File: config.mk
export PLATFORM = sky130hd
export DESIGN_NAME = mux_alu_b
export DESIGN_NICKNAME = d
export VERILOG_FILES = /design/src/rtl/mux_alu_b.sv
export SDC_FILE = /design/constraint.sdc
export NUM_CORES = 1
export LEC_CHECK = 0
export ABC_AREA = 1
export CAP_MARGIN = 20
export CELL_PAD_IN_SITES_DETAIL_PLACEMENT = 0
export CELL_PAD_IN_SITES_GLOBAL_PLACEMENT = 1
export CORE_MARGIN = 2
export CORE_UTILIZATION = 18
export DETAILED_ROUTE_END_ITERATION = 8
export HOLD_SLACK_MARGIN = 0.12
export PLACE_DENSITY = 0.88
export SKIP_LAST_GASP = 1
export SYNTH_ARGS = -nofsm -noshare
export SYNTH_HDL_FRONTEND = slang
export SYNTH_SLANG_ARGS = --single-unit
File: constraint.sdc
create_clock -name clk -period 1.6 [get_ports clk]
set_clock_uncertainty 0.05 [all_clocks]
set_input_delay 0.32 -clock clk [delete_from_list [all_inputs] [get_ports clk]]
set_output_delay 0.32 -clock clk [all_outputs]
set_load 0.005 [all_outputs]
File: src/rtl/mux_alu_b.sv
// ALU operand-B selector (rs2 / forwarded value / immediate) with an imm-select activity counter.
// Define MUX_ALU_B_PIPE_EN to add a registered output stage (1-cycle latency, outputs reset to 0).
module mux_alu_b #(
    parameter int XLEN  = 32,
    parameter int CNT_W = 16
) (
    input  logic             clk,
    input  logic             rst_n,
    input  logic [XLEN-1:0]  rs2,
    input  logic [XLEN-1:0]  imm,
    input  logic             ALUSrc,
    input  logic [1:0]       fwd_sel,
    input  logic [XLEN-1:0]  fwd_exmem,
    input  logic [XLEN-1:0]  fwd_memwb,
    input  logic             in_valid,
    output logic [XLEN-1:0]  alu_b,
    output logic             out_valid,
    output logic             src_is_imm,
    output logic [CNT_W-1:0] imm_cnt
);

    logic [XLEN-1:0]  reg_b;
    logic [XLEN-1:0]  sel_b;
    logic [CNT_W-1:0] cnt_q;

    always_comb begin
        reg_b = rs2;
        unique case (fwd_sel)
            2'b01:   reg_b = fwd_exmem;
            2'b10:   reg_b = fwd_memwb;
            default: reg_b = rs2;
        endcase
    end

    assign sel_b = ALUSrc ? imm : reg_b;

    // Free-running wrap counter; reset takes priority over a same-edge increment.
    always_ff @(posedge clk) begin
        if (!rst_n) begin
            cnt_q <= '0;
        end else if (in_valid && ALUSrc) begin
            cnt_q <= cnt_q + CNT_W'(1);
        end
    end

    assign imm_cnt = cnt_q;

`ifdef MUX_ALU_B_PIPE_EN
    logic [XLEN-1:0] alu_b_q;
    logic            out_valid_q;
    logic            src_is_imm_q;

    always_ff @(posedge clk) begin
        if (!rst_n) begin
            alu_b_q      <= '0;
            out_valid_q  <= 1'b0;
            src_is_imm_q <= 1'b0;
        end else begin
            alu_b_q      <= sel_b;
            out_valid_q  <= in_valid;
            src_is_imm_q <= ALUSrc;
        end
    end

    assign alu_b      = alu_b_q;
    assign out_valid  = out_valid_q;
    assign src_is_imm = src_is_imm_q;
`else
    assign alu_b      = sel_b;
    assign out_valid  = in_valid;
    assign src_is_imm = ALUSrc;
`endif

endmodule

; Yosys cells after proc, flatten, opt, wreduce, memory -nomap -nowiden
; Cells that the tools add are included.
[totals]
input_bits = 134
output_inout_bits = 50
regBits = 16
elab_cells = 7
[op_classes]
mux = 2
reduce_logical = 1
eq_ne = 2
add_sub_neg = 1
[ops]
columns = operator, count
row1 = 32-bit case mux with 2 select lines, 1
row2 = 32-bit two-way mux, 1
row3 = "16-bit by 1-bit adder with 16-bit output, second input constant", 1
row4 = "2-bit by 1-bit equality test with 1-bit output, second input constant", 1
row5 = "2-bit equality test, second input constant", 1
row6 = 1-bit logical AND, 1

; Longest topological paths before layout
[depth]
word_depth = 3
ltp_mapped = 8
ltp_nobuf = 8

; Least setup slack after synthesis
; OpenSTA, ideal clock, no wires.
[synth_timing]
kind = input port to output port
from = in fwd_sel[0]
to = out alu_b[0]
t_arrival_ns = 1.214
path_slack_ns = 0.016
n_path_buf = 1
required_time_ns = 1.230
path_stages = 5
cell_sequence = inv_1 > ha_1 > clkbuf_1 > a21oi_1 > a22oi_1
[synth_via]
elab_chain_cells = 3
elab_cells_between_ends = 4
cone_classes = eq/ne: 2 / mux: 2
[synth_lines]
columns = element, line
row1 = "start, declared", 12  ; input logic [1:0] fwd_sel,
row2 = 2-bit equality test or 2-bit by 1-bit equality test with 1-bit output (tied branches), 28  ; unique case (fwd_sel)
row3 = 32-bit case mux with 2 select lines (*), 28
row4 = 32-bit two-way mux (*), 35  ; assign sel_b = ALUSrc ? imm : reg_b;
row5 = "end, declared", 16  ; output logic [XLEN-1:0] alu_b,
; Mark *: on every way between the ends. The rest lies on a longest branch, timed or not.

; Worst setup path after layout
[layout_timing]
from = in fwd_sel[0]
to = out alu_b[5]
; The elaborated chain is that of the path after synthesis.

==> qor.yml <==
grt:
  grt_pass1_vias: 3154
  grt_antenna_before_repair: 0
  grt_start_max_net_pins: 38
  track_usage_pct: 17.7
  grt_pass1_wl_mm: 15.9
  gr-total-overflow: 0
die:
  ios: 184
  dieArea_um2: 11400
  core_um2: 10300
  die_h_um: 107
  start_util_pct: 18.4
  num_rows: 37
  die_width_um: 107
clock_network:
  cts_tree: "yes"
  htree_levels: 1
  clock-root-buffer: "clkbuf_8"
  clk_latency_ps: 260
  cts.clk_slew.worst_paths_ps: 60
  cts_sinks: 16
  cts_buffers: 3
  clk_path_buf_depth: 2
  holdBufCountCts: 0
setup_path:
  regToRegEndpoint: "imm_cnt[8]"
  arrival_ps: 1480
  timing_worst_setup_path_type: "input pin to output port"
  r2r-start: "imm_cnt[0]"
  cp.required_ps: 1230
  crit_path_start_kind: "input pin"
  setup.worst_path.end_class: "output port"
  r2r_slack_ps: 210
  cp_max_fo: 3
  rr_worst_depth: 6
timing:
  slew_violations: 0
  holdWs_ps: 455
  tns_ps: -6640
  fmax_mhz: 540
  grt_setup_unrepaired: "yes"
  hold_viol: 0
  setup_ws_ps: -250
  period_share_pct: 116
  relSlewSlack_pct: 82.6
  worst_slew_pin_slew_ps: 259
  setup_viol: 33
  period_minus_slack_ps: 1850
yosys:
  yosysWarnings: 0
  synth_cell_type_count: 27
  post_synth.cell_area_avg_um2: 6.05
  syn_area_um2: 1890
  synth-seq-cells: 16
  synth_top_area_cell: "dfxtp_1"
  yosysSeqAreaShare_pct: 16.9
  synthTopCellsByArea: "dfxtp_1 17%, a22o_1 14%, nand2_1 13%"
  syn-num-nets: 450
  synth_top_area_share_pct: 16.9
  synth_cells: 313
power_and_ir_drop:
  power_density_nw_per_um2: 417
  p_clk_share_pct: 16.2
  p_sw_mw: 0.585
  p_leak_nw: 1.97
  pwr-share-comb_pct: 62.4
  netSwitchingFraction_pct: 30.8
  ir_worst_vdd_mv: 0.317
  seqPwrFrac_pct: 21.4
  p_int_mw: 1.31
place:
  port_buffers: 183
  preCtsSetupSlack_ps: -1130
  placed_area_um2: 3950
  hpwl_mm: 6.61
  place_congestion: 0.855
hold_path:
  hold_class: "register to register"
  worstHoldStart: "imm_cnt[6]"
  holdPathEnd: "imm_cnt[6]"
  hold_depth: 2
final_layout:
  area_growth_pct: 140
  drive_above_1_share_pct: 27.3
  fill_cells: 1046
  finalInstanceArea_um2: 4550
  regArea_um2: 330
  multi_input_comb_area_um2: 1430
  final_util_pct: 44.3
  nets: 667
  largest_reg_flops: 16
  diodes: 0
outcome:
  failed_checks: "negative setup slack"
  status: "finished with violations"
routing:
  initialDrtViolationCount: 151
  route.vias.total: 3036
  drc: 0
  wl_mm: 10.6
  antenna_left: 0
  post_drt_via_cell_ratio: 4.57
  routedWlPerCell_um: 15.9
  first_pass_iters: 4
flow_run:
  maxCapViolations: 0
[worst max-delay path, stage by stage]
cell and delay (ps):
buf_8 100, buf_6 110, ha_4 180, buf_16 140, buf_4 140, a22o_1 240, nand2_4 70, a22oi_2 50
buf_2 130
[final cells by class]
cell class / count / area share, %
inverter: 53 / 4.59
timing repair buffer: 234 / 52.0
clock buffer: 3 / 0.908
tap: 136 / 3.74
sequential: 16 / 7.26
multi-input combinational: 222 / 31.5
[power groups by stage]
stage | Sequential (mW) | Clock, mW | Combinational, mW
4_1_cts | 0.407 | 0.316 | 1.13
5_1_grt | 0.408 | 0.335 | 1.27
2_1_floorplan | 0.415 | 0 | 0.302
6_report | 0.407 | 0.307 | 1.18
3_5_place_dp | 0.416 | 0 | 0.909
3_3_place_gp | 0.415 | 0 | 0.901
[what timing repair did]
action / CTS / global route
pin swaps: 25 / 26
buffers inserted: 28 / 6
endpoints found under the setup margin: 35 / 41
cloned: 6 / 1
resized for setup: 188 / 40
[per-layer routing]
metal  up-vias  routed length, um  GRT usage (%)
met5         -                  0              0
met4         0                170           4.27
met3        15                885           3.92
met2       139               5090           32.6
met1      1383               4430           20.6
li1       1499                  -              -
[placed cells by master, fill, tap and decap left out, drive strengths merged, types with 2 or more instances in the layout]
cell	netlist	routed
a22o	31	31
dfxtp	16	16
nand4	2	2
buf	19	85
nand2	67	67
nor3	2	2
a21oi	39	39
nand3	6	6
clkbuf	3	4
nor2	28	28
a22oi	31	31
clkdlybuf4s50	0	147
o21ai	7	7
inv	53	53
ha	3	3
[through the flow]
step | cells | power, mW
3_3_place_gp | 625 | 1.32
4_1_cts | 661 | 1.85
3_5_place_dp | 625 | 1.32
5_1_grt | 664 | 2.01
6_report | 664 | 1.90
2_1_floorplan | 313 | 0.717
[Yosys cell counts (all sizes together)]
| cell type | count |
|---|---|
| nand2 | 67 |
| inv | 53 |
| a21oi | 39 |
| a22o | 31 |
| a22oi | 31 |
| nor2 | 28 |
| buf | 19 |
| dfxtp | 16 |
| o21ai | 7 |
| nand3 | 6 |
| clkbuf | 3 |
| ha | 3 |
| nand4 | 2 |
| nor3 | 2 |
| a31oi | 1 |
| nand3b | 1 |
| nor3b | 1 |
| o21a | 1 |
| o21bai | 1 |
| o31ai | 1 |
[worst max-delay path by stage]
stage | from | end | slack (ps) | cells after the start
after floorplan | fwd_sel[0] | alu_b[0] | 20 | 5
after global placement | fwd_sel[0] | alu_b[30] | -1090 | 8
after detailed placement | fwd_sel[0] | alu_b[30] | -1130 | 8
after CTS | fwd_sel[0] | alu_b[23] | -320 | 10
after global routing | fwd_sel[0] | alu_b[24] | -300 | 10
final | fwd_sel[0] | alu_b[5] | -250 | 9
[cells by family after synthesis]
family	Yosys count	synth area share [%]
AO/OA/AOI/OAI	112	40.3
adder cells (fa/ha/maj)	3	1.98
buffers and inverters	75	16.5
flip-flops	16	16.9
AND/OR/NAND/NOR	107	24.3
Power figures use the tool's default switching activity.
